`config.mk`:
```
export PLATFORM = sky130hd
export DESIGN_NAME = da_vinci_bus_monitor
export DESIGN_NICKNAME = d
export VERILOG_FILES = /design/src/rtl/da_vinci_bus_monitor.sv
export SDC_FILE = /design/constraint.sdc
export NUM_CORES = 1
export LEC_CHECK = 0
export BUFFER_PORTS_ARGS = -buffer_cell sky130_fd_sc_hd__buf_2
export CORE_UTILIZATION = 55
export DETAILED_ROUTE_END_ITERATION = 10
export PLACE_DENSITY = 0.87
export SLEW_MARGIN = 20
export SYNTH_ARGS = -nofsm -noshare
export SYNTH_HDL_FRONTEND = slang
export SYNTH_SLANG_ARGS = --single-unit
```
`constraint.sdc`:
```
create_clock -name CLK -period 4.4 [get_ports CLK]
set_clock_uncertainty 0.05 [all_clocks]
set_input_delay 0.88 -clock CLK [delete_from_list [all_inputs] [get_ports CLK]]
set_output_delay 0.88 -clock CLK [all_outputs]
set_load 0.05 [all_outputs]
```
`src/rtl/da_vinci_bus_monitor.sv`:
```
// Passive DA_VINCI bus observer: records windowed processor writes into a
// show-ahead trace FIFO and keeps a saturating write count and rolling signature.
module da_vinci_bus_monitor #(
  parameter int ADDR_W = 26,
  parameter int DATA_W = 32,
  parameter int DEPTH  = 16
) (
  input  logic              CLK,
  input  logic              RST,
  input  logic [ADDR_W-1:0] ADDR,
  input  logic [DATA_W-1:0] DATA,
  input  logic              READ,
  input  logic              WRITE,
  input  logic [ADDR_W-1:0] WIN_LO,
  input  logic [ADDR_W-1:0] WIN_HI,
  input  logic              ARM,
  input  logic              STOP,
  input  logic              POP,
  output logic              TRC_VALID,
  output logic [ADDR_W-1:0] TRC_ADDR,
  output logic [DATA_W-1:0] TRC_DATA,
  output logic [15:0]       COUNT,
  output logic [31:0]       SIGNATURE,
  output logic              OVERFLOW,
  output logic              BUS_ERR,
  output logic              CAPTURING
);

  localparam int PTR_W = $clog2(DEPTH);
  localparam int OCC_W = PTR_W + 1;

  typedef enum logic [1:0] {IDLE, CAPTURE, DONE} state_t;

  state_t            state, state_nxt;
  logic              wr_p1;
  logic [PTR_W-1:0]  wr_ptr, rd_ptr;
  logic [OCC_W-1:0]  occ;
  logic [ADDR_W-1:0] addr_mem [DEPTH];
  logic [DATA_W-1:0] data_mem [DEPTH];

  logic wr_evt, in_win, qual, full, pop_ok, push_ok, both;

  function automatic logic [15:0] sat_inc(input logic [15:0] v);
    return (v == 16'hFFFF) ? v : v + 16'd1;
  endfunction

  function automatic logic [31:0] sig_next(input logic [31:0] s,
                                           input logic [DATA_W-1:0] d,
                                           input logic [ADDR_W-1:0] a);
    return {s[30:0], s[31]} ^ 32'(d) ^ 32'(a);
  endfunction

  always_comb begin
    state_nxt = state;
    if (ARM)
      state_nxt = CAPTURE;
    else if (STOP && state == CAPTURE)
      state_nxt = DONE;
  end

  // An inverted window (WIN_LO > WIN_HI) fails one of the two bounds by itself.
  assign wr_evt  = WRITE & ~wr_p1;
  assign both    = READ & WRITE;
  assign in_win  = (ADDR >= WIN_LO) && (ADDR <= WIN_HI);
  assign qual    = wr_evt & ~READ & (state == CAPTURE) & in_win & ~ARM;
  assign full    = (occ == OCC_W'(DEPTH));
  assign pop_ok  = POP & (occ != '0) & ~ARM;
  assign push_ok = qual & (~full | pop_ok);

  always_ff @(posedge CLK) begin
    if (RST) begin
      state     <= IDLE;
      wr_p1     <= 1'b0;
      wr_ptr    <= '0;
      rd_ptr    <= '0;
      occ       <= '0;
      COUNT     <= '0;
      SIGNATURE <= '0;
      OVERFLOW  <= 1'b0;
      BUS_ERR   <= 1'b0;
    end else begin
      state <= state_nxt;
      wr_p1 <= WRITE;
      if (ARM) begin
        wr_ptr    <= '0;
        rd_ptr    <= '0;
        occ       <= '0;
        COUNT     <= '0;
        SIGNATURE <= '0;
        OVERFLOW  <= 1'b0;
        BUS_ERR   <= 1'b0;
      end else begin
        if (qual) begin
          COUNT     <= sat_inc(COUNT);
          SIGNATURE <= sig_next(SIGNATURE, DATA, ADDR);
        end
        if (qual && full && !pop_ok)
          OVERFLOW <= 1'b1;
        if (both && state != IDLE)
          BUS_ERR <= 1'b1;
        if (push_ok)
          wr_ptr <= wr_ptr + PTR_W'(1);
        if (pop_ok)
          rd_ptr <= rd_ptr + PTR_W'(1);
        case ({push_ok, pop_ok})
          2'b10:   occ <= occ + OCC_W'(1);
          2'b01:   occ <= occ - OCC_W'(1);
          default: occ <= occ;
        endcase
      end
    end
  end

  // Trace storage carries no reset; occupancy alone decides what is live.
  always_ff @(posedge CLK) begin
    if (push_ok) begin
      addr_mem[wr_ptr] <= ADDR;
      data_mem[wr_ptr] <= DATA;
    end
  end

  assign TRC_VALID = (occ != '0);
  assign TRC_ADDR  = TRC_VALID ? addr_mem[rd_ptr] : '0;
  assign TRC_DATA  = TRC_VALID ? data_mem[rd_ptr] : '0;
  assign CAPTURING = (state == CAPTURE);

endmodule

```
==> impl_summary.log, run 1 <==
INFO  metric layout_worst_path_cycle_share = 0.960
INFO  metric postSynthAreaPerCell = 20.4 µm²
INFO  metric final_hold_viol_count = 0
INFO  metric timing.final.setup_violations = 0
INFO  metric routed_via_density = 6.70
INFO  metric synth_seq_area_share = 0.733
INFO  metric slew_viol_final = 0
INFO  metric seq_power_share = 0.535
INFO  metric cell_at_the_root_of_the_clock_tree = sky130_fd_sc_hd__clkbuf_16
INFO  metric ys_top_cells_by_area = sky130_fd_sc_hd__edfxtp_1 (70%), sky130_fd_sc_hd__mux4_2 (16%), sky130_fd_sc_hd__dfxtp_1 (3.5%)
INFO  metric power_switching_share = 0.212
INFO  metric postPlaceCellArea = 0.0430 mm²
INFO  metric antenna_found_initial = 11
INFO  metric drt_pre_antenna_iters = 6
INFO  metric row_count = 98
INFO  metric drive_above_1_share = 0.335
INFO  metric syn-cell-area = 0.0400 mm²
INFO  metric cp-end-kind = output port
INFO  metric fmaxAchievable = 237 MHz
INFO  metric clock_tree.buffer_depth = 3
INFO  metric category_of_the_most_critical_setup_path = register to output port
INFO  metric tritoncts = built
INFO  metric powerDensity = 418 mW/mm²
INFO  metric grt_start_max_net_pins = 62
INFO  metric clock_sinks = 998
INFO  metric p_int = 0.0152 W
INFO  metric dominantRegCellSynth = sky130_fd_sc_hd__edfxtp_1
INFO  metric dp.final_hpwl = 62.1 mm
INFO  metric minimum_setup_slack_in_the_final_design = 0.178 ns
INFO  metric gr-total-overflow = 0
INFO  metric unrepaired_setup_endpoints_after_global_routing = false
INFO  metric route.detailed.drc = 0
INFO  metric critical_path_arrival = 3.29 ns
INFO  metric port-buffer-count = 226
INFO  metric holdCritPathClass = input port to register
INFO  metric h-tree-depth = 3
INFO  metric status = finished clean
INFO  metric design.final.nets = 2467
INFO  metric drt_wl_total = 110 mm
INFO  metric place_ws = 0.239 ns
INFO  metric totalNegativeSetupSlack = 0 ns
INFO  metric finalWorstPathRequiredPeriod = 4.22 ns
INFO  metric area_growth = 16.0%
INFO  metric synth_top_area_frac = 0.697
INFO  metric max-cap-violations = 0
INFO  metric number_of_warnings_reported_in_the_yosys_synthesis_log = 0
INFO  metric global_route_usage_over_all_layers = 0.302
INFO  metric worst_setup_hold_path_clk_slew = 0.06 ns
INFO  metric vdd.ir_drop.worst = 360 µV
INFO  metric postSynthCellCount = 1957
INFO  metric synthesis.nets = 2136
INFO  metric required = 3.47 ns
INFO  metric postRouteAntennaNets = 0
INFO  metric synth_edf_count = 928
INFO  metric gpl.final_weighted_congestion = 0.867
INFO  metric share_clk_of_total_power = 0.440
INFO  metric die_height = 272 µm
INFO  metric worst-slew-pin-transition = 0.744 ns
INFO  metric synth_cell_type_count = 48
INFO  metric grt_pass1_wl = 159 mm
INFO  metric asyncSetResetFlopFracSynth = 0
INFO  metric yosys_register_bits = 998
INFO  metric detailedRoute.firstIterationViolations = 3519
INFO  metric slew_headroom = 0.504
INFO  metric vias_in_the_first_global_route = 22900
INFO  metric yosys.area.top_type = sky130_fd_sc_hd__edfxtp_1
INFO  metric floorplan.initialDensity = 0.557
INFO  metric die-width = 272 µm
INFO  metric highest_fanout_seen_on_the_critical_path = 24
INFO  metric placeable_core_region = 0.0717 mm²
INFO  metric commonest_cells_after_routing_fill_and_taps_aside = sky130_fd_sc_hd__edfxtp_1 (928), sky130_fd_sc_hd__mux4_2 (290), sky130_fd_sc_hd__buf_2 (226), sky130_fd_sc_hd__clkbuf_16 (95), sky130_fd_sc_hd__nand2_1 (79)
INFO  metric power.net_switching = 0.00411 W
INFO  metric wl_per_cell = 33.1 µm
INFO  metric top_level_pins = 227
INFO  metric finish.instance_area = 0.0463 mm²
INFO  metric num_vias = 22300
INFO  metric total_leakage_power = 15.1 nW
INFO  metric cts_inserted_buffers = 95
INFO  metric combinationalPowerShare = 0.025
INFO  metric floorplan.die_area = 0.0737 mm²
INFO  metric critPathLaunchType = register
INFO  metric most_frequent_standard_cell_in_the_layout_excluding_fill_and_tap_cells = sky130_fd_sc_hd__edfxtp_1
INFO  metric post_cts_hold_buffer_count = 0
INFO  metric insertion_delay = 0.69 ns
per-stage QoR:
stage	total power (W)	hold WS, ns	utilization	cells
2_1_floorplan	0.0107	0.423	-	1957
3_3_place_gp	0.0110	0.383	0.600	3131
3_5_place_dp	0.0110	0.407	0.600	3131
4_1_cts	0.0194	0.393	0.645	3307
5_1_grt	0.0197	0.409	0.646	3321
6_report	0.0194	0.416	0.646	3324
synthesized netlist by cell type, types with 2 or more instances:
| library cell | n |
|---|---|
| sky130_fd_sc_hd__nor4_1 | 2 |
| sky130_fd_sc_hd__and4_1 | 5 |
| sky130_fd_sc_hd__buf_4 | 4 |
| sky130_fd_sc_hd__xor2_1 | 5 |
| sky130_fd_sc_hd__a211oi_1 | 10 |
| sky130_fd_sc_hd__a21oi_1 | 60 |
| sky130_fd_sc_hd__or2_2 | 2 |
| sky130_fd_sc_hd__nand3b_1 | 3 |
| sky130_fd_sc_hd__buf_1 | 6 |
| sky130_fd_sc_hd__o31ai_1 | 3 |
| sky130_fd_sc_hd__o21a_1 | 8 |
| sky130_fd_sc_hd__nand2_1 | 79 |
| sky130_fd_sc_hd__o21ai_0 | 14 |
| sky130_fd_sc_hd__dfxtp_1 | 70 |
| sky130_fd_sc_hd__o21ai_1 | 3 |
| sky130_fd_sc_hd__ha_1 | 61 |
| sky130_fd_sc_hd__nand3_1 | 12 |
| sky130_fd_sc_hd__xnor2_1 | 63 |
| sky130_fd_sc_hd__and2_1 | 79 |
| sky130_fd_sc_hd__nor2b_1 | 3 |
| sky130_fd_sc_hd__and3_1 | 4 |
| sky130_fd_sc_hd__edfxtp_1 | 928 |
| sky130_fd_sc_hd__mux4_2 | 290 |
| sky130_fd_sc_hd__inv_1 | 64 |
| sky130_fd_sc_hd__o211ai_1 | 4 |
| sky130_fd_sc_hd__mux2i_1 | 2 |
| sky130_fd_sc_hd__nor3_1 | 8 |
| sky130_fd_sc_hd__buf_2 | 27 |
| sky130_fd_sc_hd__nor2_1 | 31 |
| sky130_fd_sc_hd__nand4_1 | 15 |
| sky130_fd_sc_hd__a221oi_1 | 5 |
| sky130_fd_sc_hd__clkbuf_1 | 53 |
| sky130_fd_sc_hd__nand2b_1 | 3 |
| sky130_fd_sc_hd__or3_1 | 10 |
| sky130_fd_sc_hd__a21o_1 | 7 |
| sky130_fd_sc_hd__nor4_2 | 2 |
logic make-up after synthesis:
| kind of cell | synth area share |
|---|---|
| xor gates and xnor gates | 0.0149 |
| buffers and inverters | 0.0160 |
| DFF | 0.733 |
| and+or+nand+nor | 0.0348 |
| muxes | 0.164 |
| AOI/OAI and AO/OA | 0.0182 |
| adders and majority gates | 0.0196 |
power by group through the flow:
stage | combinational, W | sequential, W | clock, W
2_1_floorplan | 0.000173 | 0.0106 | 0
3_3_place_gp | 0.000439 | 0.0106 | 0
3_5_place_dp | 0.000467 | 0.0106 | 0
4_1_cts | 0.000479 | 0.0104 | 0.00853
5_1_grt | 0.000516 | 0.0103 | 0.00886
6_report | 0.000488 | 0.0104 | 0.00851
flip-flops by register name (all words and copies together) (netlist names), named ones only:
register	flops
COUNT	16
addr_mem	416
state	2
OVERFLOW	1
BUS_ERR	1
rd_ptr	4
data_mem	512
occ	5
wr_ptr	4
SIGNATURE	32
wr_p1	1
final cells by class:
cell class / count / area, µm²
inverters: 64 / 240
repair buffers: 325 / 2320
multi-input cells: 804 / 10100
fillers: 4327 / 25400
well taps: 950 / 1190
diodes: 7 / 17.5
flip-flops and latches: 998 / 29300
clock buffers: 116 / 2500
clock inverters: 60 / 708
worst max-delay path: stages, from the launching register on:
cell	delay, ns
sky130_fd_sc_hd__dfxtp_4	0.51
sky130_fd_sc_hd__buf_12	0.15
sky130_fd_sc_hd__buf_6	0.33
sky130_fd_sc_hd__mux4_2	0.62
sky130_fd_sc_hd__mux4_2	0.57
sky130_fd_sc_hd__and2_1	0.20
sky130_fd_sc_hd__buf_2	0.21
path summary, 6_finish.rpt:
path,depth (start not counted),slack [ns],endpoint,start
hold reg to reg,2,0.42,OVERFLOW,OVERFLOW
setup / recovery,6,0.18,TRC_ADDR[6],register
hold / removal,3,0.42,state[1],STOP
setup reg to reg,9,0.76,data_mem[4][8],occ[0]
routing by layer:
metal / part of all wire / GRT usage / vias up
li1: - / - / 8624
met1: 0.34 / 0.392 / 11200
met2: 0.49 / 0.489 / 2010
met3: 0.12 / 0.0617 / 398
met4: 0.051 / 0.153 / 8
met5: 0.00054 / 0 / -
repair_timing:
item	in CTS	in global routing
buffers inserted	0	10
endpoints found under the setup margin	2	1
resized for setup	2	0
No activity file was read; power rests on OpenSTA's default activity.
==> run 2: changes to the inputs <==
--- a/config.mk
+++ b/config.mk
@@ -8,7 +8,7 @@
 export BUFFER_PORTS_ARGS = -buffer_cell sky130_fd_sc_hd__buf_2
 export CORE_UTILIZATION = 55
 export DETAILED_ROUTE_END_ITERATION = 10
-export PLACE_DENSITY = 0.87
+export PLACE_DENSITY = 0.75
 export SLEW_MARGIN = 20
 export SYNTH_ARGS = -nofsm -noshare
 export SYNTH_HDL_FRONTEND = slang
==> impl_summary.log, run 2 (same netlist as run 1, synthesis figures left out) <==
INFO  metric critical_path_arrival = 3.30 ns (about the same)
INFO  metric status = finished clean
INFO  metric vdd.ir_drop.worst = 352 µV (-2.3%)
INFO  metric placeable_core_region = 0.0717 mm² (unchanged)
INFO  metric finish.instance_area = 0.0462 mm² (-0.24%)
INFO  metric critPathLaunchType = register
INFO  metric grt_start_max_net_pins = 64 (+3.2%)
INFO  metric cts-resized-gates = 0 (-2)
INFO  metric total_area_of_multi_input_combinational_cells = 0.0101 mm² (about the same)
INFO  metric gr-total-overflow = 0 (unchanged)
INFO  metric most_frequent_standard_cell_in_the_layout_excluding_fill_and_tap_cells = sky130_fd_sc_hd__edfxtp_1
INFO  metric power.net_switching = 0.00379 W (-7.8%)
INFO  metric postPlaceCellArea = 0.0430 mm² (about the same)
INFO  metric area_growth = 15.7%
INFO  metric hold_depth = 2 (-1)
INFO  metric totalNegativeSetupSlack = 0 ns (unchanged)
INFO  metric drt_pre_antenna_iters = 5 (-1)
INFO  metric top_registers = data_mem (512), addr_mem (416), SIGNATURE (32)
INFO  metric design.final.nets = 2458 (-0.36%)
INFO  metric category_of_the_most_critical_setup_path = register to output port
INFO  metric holdCritPathClass = register to register
INFO  metric powerDensity = 415 mW/mm² (-0.52%)
INFO  metric fmaxAchievable = 237 MHz (about the same)
INFO  metric total_leakage_power = 15.1 nW (-0.38%)
INFO  metric cp-end-kind = output port
INFO  metric timing.final.setup_violations = 0 (unchanged)
INFO  metric max-cap-violations = 0 (unchanged)
INFO  metric share_clk_of_total_power = 0.436 (-0.004)
INFO  metric power_switching_share = 0.197 (-0.0150)
INFO  metric cts_inserted_buffers = 98 (+3.2%)
INFO  metric final_hold_viol_count = 0 (unchanged)
INFO  metric tritoncts = built
INFO  metric dp.final_hpwl = 57.5 mm (-7.3%)
INFO  metric final_core_utilization = 0.645 (-0.00157)
INFO  metric fin_cells = 3310 (-0.42%)
INFO  metric finalWorstPathRequiredPeriod = 4.23 ns (+0.00414 ns)
INFO  metric floorplan.initialDensity = 0.557 (unchanged)
INFO  metric gpl.final_weighted_congestion = 0.843 (-2.8%)
INFO  metric worst_setup_hold_path_clk_slew = 0.06 ns (about the same)
INFO  metric largest-register = data_mem
INFO  metric num_vias = 20800 (-6.7%)
INFO  metric slew_viol_final = 0 (unchanged)
INFO  metric routed_via_density = 6.28 (-6.3%)
INFO  metric route.detailed.drc = 0 (unchanged)
INFO  metric layout_worst_path_cycle_share = 0.960 (about the same)
INFO  metric required = 3.47 ns (about the same)
INFO  metric detailedRoute.firstIterationViolations = 2191 (-38%)
INFO  metric floorplan.die_area = 0.0737 mm² (unchanged)
INFO  metric vias_in_the_first_global_route = 21700 (-5.4%)
INFO  metric combinationalPowerShare = 0.025 (about the same)
INFO  metric postRouteAntennaNets = 0 (unchanged)
INFO  metric antenna_found_initial = 6 (-5)
INFO  metric ff2ff_path_depth = 10 (+1)
INFO  metric largest_register_ffs = 512 (unchanged)
INFO  metric slew_headroom = 0.423 (-0.0810)
INFO  metric worst-slew-pin-transition = 0.865 ns (+0.121 ns)
INFO  metric clock_sinks = 998 (unchanged)
INFO  metric row_count = 98 (unchanged)
INFO  metric p_int = 0.0154 W (+1.1%)
INFO  metric die_height = 272 µm (unchanged)
INFO  metric post-place-cells = 3129 (-0.064%)
INFO  metric global_route_usage_over_all_layers = 0.269 (-0.0326)
INFO  metric port-buffer-count = 226 (unchanged)
INFO  metric commonest_cells_after_routing_fill_and_taps_aside = sky130_fd_sc_hd__edfxtp_1 (928), sky130_fd_sc_hd__mux4_2 (290), sky130_fd_sc_hd__buf_2 (226), sky130_fd_sc_hd__clkbuf_16 (101), sky130_fd_sc_hd__nand2_1 (79)
INFO  metric insertion_delay = 0.65 ns (-0.04 ns)
INFO  metric final-seq-area = 0.0293 mm² (unchanged)
INFO  metric postCtsSetupBuffers = 0 (unchanged)
INFO  metric top_level_pins = 227 (unchanged)
INFO  metric clock_tree.buffer_depth = 3 (unchanged)
INFO  metric drive_above_1_share = 0.326 (-0.00932)
INFO  metric grt_pass1_wl = 143 mm (-9.7%)
INFO  metric h-tree-depth = 3 (unchanged)
INFO  metric cell_at_the_root_of_the_clock_tree = sky130_fd_sc_hd__clkbuf_16
INFO  metric fill_count = 4606 (+6.4%)
INFO  metric unrepaired_setup_endpoints_after_global_routing = false
INFO  metric die-width = 272 µm (unchanged)
INFO  metric drt_wl_total = 97.6 mm (-11%)
INFO  metric total_power = 0.0192 W (-0.76%)
INFO  metric post_cts_hold_buffer_count = 0 (unchanged)
INFO  metric highest_fanout_seen_on_the_critical_path = 25 (+4.2%)
INFO  metric wl_per_cell = 29.5 µm (-11%)
INFO  metric seq_power_share = 0.539 (+0.004)
==> run 2: changes by cell type in the layout (fill, tap and decap cells not counted), sizes merged <==
cell / change
clkbuf: +10
buf: -12
inv: -1
clkinv: -2
diode: -5
clkinvlp: -5
bufinv: +1
==> run 2: final cells by class <==
| cell class | instances | share of cell area |
|---|---|---|
| repair buffers | 313 | 0.0483 |
| diodes | 2 | 0.000108 |
| inverters | 64 | 0.00520 |
| well taps | 950 | 0.0257 |
| multi-input cells | 804 | 0.218 |
| flip-flops and latches | 998 | 0.633 |
| clock inverters | 53 | 0.0121 |
| clock buffers | 126 | 0.0569 |
==> run 2: stage by stage <==
stage	hold slack (ns)	worst slack, ns
6_report	0.423	0.174
5_1_grt	0.434	0.0275
4_1_cts	0.392	0.0912
3_5_place_dp	0.415	0.198
3_3_place_gp	0.390	0.269
2_1_floorplan	0.423	0.0812
==> run 2: power by group through the flow <==
stage          clock, W  sequential, W  combinational [W]
3_3_place_gp          0         0.0106           0.000443
6_report        0.00838         0.0104           0.000472
2_1_floorplan         0         0.0106           0.000173
4_1_cts         0.00846         0.0104           0.000469
3_5_place_dp          0         0.0106           0.000466
5_1_grt         0.00881         0.0104           0.000509
==> run 2: path summary, 6_finish.rpt <==
path / startpoint / end / slack (ns)
worst min-delay path: OVERFLOW / OVERFLOW / 0.42
worst max register to register: state[0] / data_mem[11][14] / 1.31
worst min register to register: OVERFLOW / OVERFLOW / 0.42
worst max-delay path: register / TRC_ADDR[15] / 0.17
==> run 2: critical path, cell delays in order (launching register included) <==
cell and delay, ns:
sky130_fd_sc_hd__dfxtp_4 0.51, sky130_fd_sc_hd__buf_4 0.53, sky130_fd_sc_hd__mux4_2 0.60, sky130_fd_sc_hd__mux4_2 0.56, sky130_fd_sc_hd__and2_1 0.22, sky130_fd_sc_hd__buf_2 0.21
==> run 2: per-layer routing <==
metal / up-vias / part of all wire / GRT usage
li1: 8613 / - / -
met1: 10800 / 0.38 / 0.366
met2: 1191 / 0.50 / 0.445
met3: 178 / 0.094 / 0.0468
met4: 2 / 0.030 / 0.0924
met5: - / 0.000082 / 0
==> run 3: changes to the inputs <==
--- a/config.mk
+++ b/config.mk
@@ -6,7 +6,9 @@
 export NUM_CORES = 1
 export LEC_CHECK = 0
 export BUFFER_PORTS_ARGS = -buffer_cell sky130_fd_sc_hd__buf_2
-export CORE_UTILIZATION = 55
+export CELL_PAD_IN_SITES_DETAIL_PLACEMENT = 2
+export CELL_PAD_IN_SITES_GLOBAL_PLACEMENT = 2
+export CORE_UTILIZATION = 43
 export DETAILED_ROUTE_END_ITERATION = 10
 export PLACE_DENSITY = 0.75
 export SLEW_MARGIN = 20
==> impl_summary.log, run 3 (same netlist as run 1, synthesis figures left out) <==
INFO  metric grt.busiest_layer = met2
INFO  metric postCtsSetupBuffers = 0 (unchanged)
INFO  metric critical_path_arrival = 3.28 ns (-0.02 ns)
INFO  metric power_switching_share = 0.214 (+0.0173)
INFO  metric met1_usage = 0.369 (+0.00279)
INFO  metric cpPeakStageDelay = 0.61 ns (about the same)
INFO  metric fill_count = 8010 (+74%)
INFO  metric totalNegativeSetupSlack = 0 ns (unchanged)
INFO  metric drive_above_1_share = 0.337 (+0.0111)
INFO  metric commonest_cells_after_routing_fill_and_taps_aside = sky130_fd_sc_hd__edfxtp_1 (928), sky130_fd_sc_hd__mux4_2 (290), sky130_fd_sc_hd__buf_2 (226), sky130_fd_sc_hd__clkbuf_16 (104), sky130_fd_sc_hd__nand2_1 (79)
INFO  metric die_height = 307 µm (+13%)
INFO  metric route.detailed.drc = 0 (unchanged)
INFO  metric cts-resized-gates = 0 (unchanged)
INFO  metric global_route_usage_over_all_layers = 0.282 (+0.0126)
INFO  metric finalWorstPathRequiredPeriod = 4.21 ns (-0.0188 ns)
INFO  metric port-buffer-count = 226 (unchanged)
INFO  metric h-tree-depth = 3 (unchanged)
INFO  metric status = finished clean
INFO  metric row_count = 111 (+13%)
INFO  metric layout_worst_path_cycle_share = 0.956 (-0.00427)
INFO  metric floorplan.die_area = 0.0941 mm² (+28%)
INFO  metric area_growth = 17.5%
INFO  metric reg2reg_setup_slack = 1.28 ns (-0.03 ns)
INFO  metric regToRegStartpoint = state[0]
INFO  metric powerDensity = 420 mW/mm² (+1.2%)
INFO  metric total_leakage_power = 15.2 nW (+1.2%)
INFO  metric wl_per_cell = 36.0 µm (+22%)
INFO  metric timing.final.setup_violations = 0 (unchanged)
INFO  metric dp.final_hpwl = 80.1 mm (+39%)
INFO  metric postRouteAntennaNets = 0 (unchanged)
INFO  metric largest_register_ffs = 512 (unchanged)
INFO  metric routed_via_density = 5.98 (-4.7%)
INFO  metric cpMostUsedCell = sky130_fd_sc_hd__mux4_2
INFO  metric grt_start_max_net_pins = 84 (+31%)
INFO  metric final_hold_viol_count = 0 (unchanged)
INFO  metric grt_pass1_wl = 184 mm (+29%)
INFO  metric grtUsageMet2 = 0.483 (+0.0383)
INFO  metric fmaxAchievable = 238 MHz (+0.45%)
INFO  metric post-place-cells = 3435 (+9.8%)
INFO  metric cts_inserted_buffers = 102 (+4.1%)
INFO  metric num_vias = 21700 (+4.4%)
INFO  metric worst_hold_startpoint = WRITE
INFO  metric antenna_found_initial = 15 (+9)
INFO  metric fin_cells = 3628 (+9.6%)
INFO  metric slew_viol_final = 0 (unchanged)
INFO  metric worstPathCellList = buf_12 > mux4_2 > mux4_2 > and2_1 > buf_2
INFO  metric ff2ff_path_depth = 9 (-1)
INFO  metric crit_path_top_delay_cell = sky130_fd_sc_hd__mux4_2
INFO  metric vdd.ir_drop.worst = 378 µV (+7.3%)
INFO  metric slew_headroom = 0.440 (+0.0164)
INFO  metric tritoncts = built
INFO  metric drt_wl_total = 131 mm (+34%)
INFO  metric cell_at_the_root_of_the_clock_tree = sky130_fd_sc_hd__clkbuf_16
INFO  metric combinationalPowerShare = 0.027 (+0.002)
INFO  metric cp-end-kind = output port
INFO  metric top_registers = data_mem (512), addr_mem (416), SIGNATURE (32)
INFO  metric largest-register = data_mem
INFO  metric vias_in_the_first_global_route = 23800 (+9.5%)
INFO  metric detailedRoute.firstIterationViolations = 2369 (+8.1%)
INFO  metric clock_sinks = 998 (unchanged)
INFO  metric crit_buf_inv = 2 (unchanged)
INFO  metric critPathLaunchType = register
INFO  metric power.net_switching = 0.00423 W (+12%)
INFO  metric gpl.final_weighted_congestion = 0.830 (-1.6%)
INFO  metric top_level_pins = 227 (unchanged)
INFO  metric end_point_of_the_most_critical_hold_path = wr_p1
INFO  metric post_cts_hold_buffer_count = 0 (unchanged)
INFO  metric category_of_the_most_critical_setup_path = register to output port
INFO  metric unrepaired_setup_endpoints_after_global_routing = false
INFO  metric most_frequent_standard_cell_in_the_layout_excluding_fill_and_tap_cells = sky130_fd_sc_hd__edfxtp_1
INFO  metric max-cap-violations = 0 (unchanged)
INFO  metric timing.critical_path.max_delay_family = multiplexers
INFO  metric m3_gr_usage = 0.0462 (-0.000618)
INFO  metric clock_tree.buffer_depth = 3 (unchanged)
INFO  metric floorplan.initialDensity = 0.435 (-0.122)
INFO  metric hold_depth = 2 (unchanged)
INFO  metric placeable_core_region = 0.0918 mm² (+28%)
INFO  metric required = 3.47 ns (about the same)
INFO  metric die-width = 307 µm (+13%)
INFO  metric share_clk_of_total_power = 0.449 (+0.013)
INFO  metric worst-slew-pin-transition = 0.841 ns (-0.0246 ns)
INFO  metric reg2reg_to = data_mem[7][9]
INFO  metric worst_setup_hold_path_clk_slew = 0.06 ns (about the same)
INFO  metric gr-total-overflow = 0 (unchanged)
INFO  metric fin_hold_ws = 0.415 ns (-0.00854 ns)
INFO  metric drt_pre_antenna_iters = 5 (unchanged)
INFO  metric insertion_delay = 0.67 ns (+0.02 ns)
INFO  metric design.final.nets = 2475 (+0.69%)
INFO  metric p_int = 0.0155 W (+0.59%)
INFO  metric seq_power_share = 0.524 (-0.015)
INFO  metric holdCritPathClass = input port to register
INFO  metric highest_fanout_seen_on_the_critical_path = 40 (+60%)
-- run 3: cell types whose count changed in the layout (fill, tap and decap cells not counted), moves of 3 or more --
cell                        previous run  this run
sky130_fd_sc_hd__clkbuf_8              1        15
sky130_fd_sc_hd__bufinv_16            12         7
sky130_fd_sc_hd__buf_4                51        55
sky130_fd_sc_hd__clkbuf_1             24        21
sky130_fd_sc_hd__clkbuf_16           101       104
sky130_fd_sc_hd__clkinv_1             22        14
sky130_fd_sc_hd__clkinv_2             12        16
sky130_fd_sc_hd__clkinv_4              0         3
sky130_fd_sc_hd__buf_12               36        45
-- run 3: worst reg2reg max path: cells and delay by family (launching register included) --
| family | cells | cell delay [ns] |
|---|---|---|
| AOI/OAI and AO/OA | 2 | 0.47 |
| buffers and inverters | 2 | 0.55 |
| DFF | 1 | 0.38 |
| and+or+nand+nor | 5 | 1.30 |
-- run 3: final cells by class --
type,count,area (µm²),share of cell area
inverter,64,240,0.00512
clock inverter,49,450,0.00959
multi-input combinational,804,10100,0.215
timing repair buffer,326,2440,0.0521
sequential,998,29300,0.624
tap,1243,1560,0.0331
clock buffer,140,2890,0.0615
antenna,4,10.0,0.000213
-- run 3: power by group through the flow --
stage          clock network (W)  logic, W  registers (W)
2_1_floorplan                  0  0.000173         0.0106
3_3_place_gp                   0  0.000461         0.0106
3_5_place_dp                   0  0.000518         0.0106
4_1_cts                  0.00898  0.000525         0.0104
5_1_grt                  0.00926  0.000559         0.0104
6_report                 0.00887  0.000525         0.0104
-- run 3: worst max-delay path by stage --
stage,start,to,slack (ns),depth (start not counted)
6_report,register,TRC_ADDR[5],0.19,5
5_1_grt,register,TRC_ADDR[5],0.08,5
4_1_cts,register,TRC_ADDR[5],0.12,5
3_5_place_dp,ADDR[13],addr_mem[1][21],0.03,14
3_3_place_gp,ADDR[19],occ[4],0.12,15
2_1_floorplan,WIN_HI[24],addr_mem[12][0],0.08,11
-- run 3: metal layers --
layer  part of all wire  up-vias
met1               0.39    11800
met3              0.070      206
met5            0.00018        -
met2               0.51     1058
li1                   -     8664
met4              0.028        6
-- run 3: through the flow --
| step | util | worst slack (ns) | power (W) | cell area [µm²] |
|---|---|---|---|---|
| 2_1_floorplan | - | 0.0812 | 0.0107 | 40000 |
| 3_3_place_gp | 0.475 | 0.122 | 0.0110 | 43600 |
| 3_5_place_dp | 0.475 | 0.0312 | 0.0111 | 43600 |
| 4_1_cts | 0.511 | 0.124 | 0.0199 | 47000 |
| 5_1_grt | 0.512 | 0.0836 | 0.0202 | 47000 |
| 6_report | 0.512 | 0.193 | 0.0197 | 47000 |
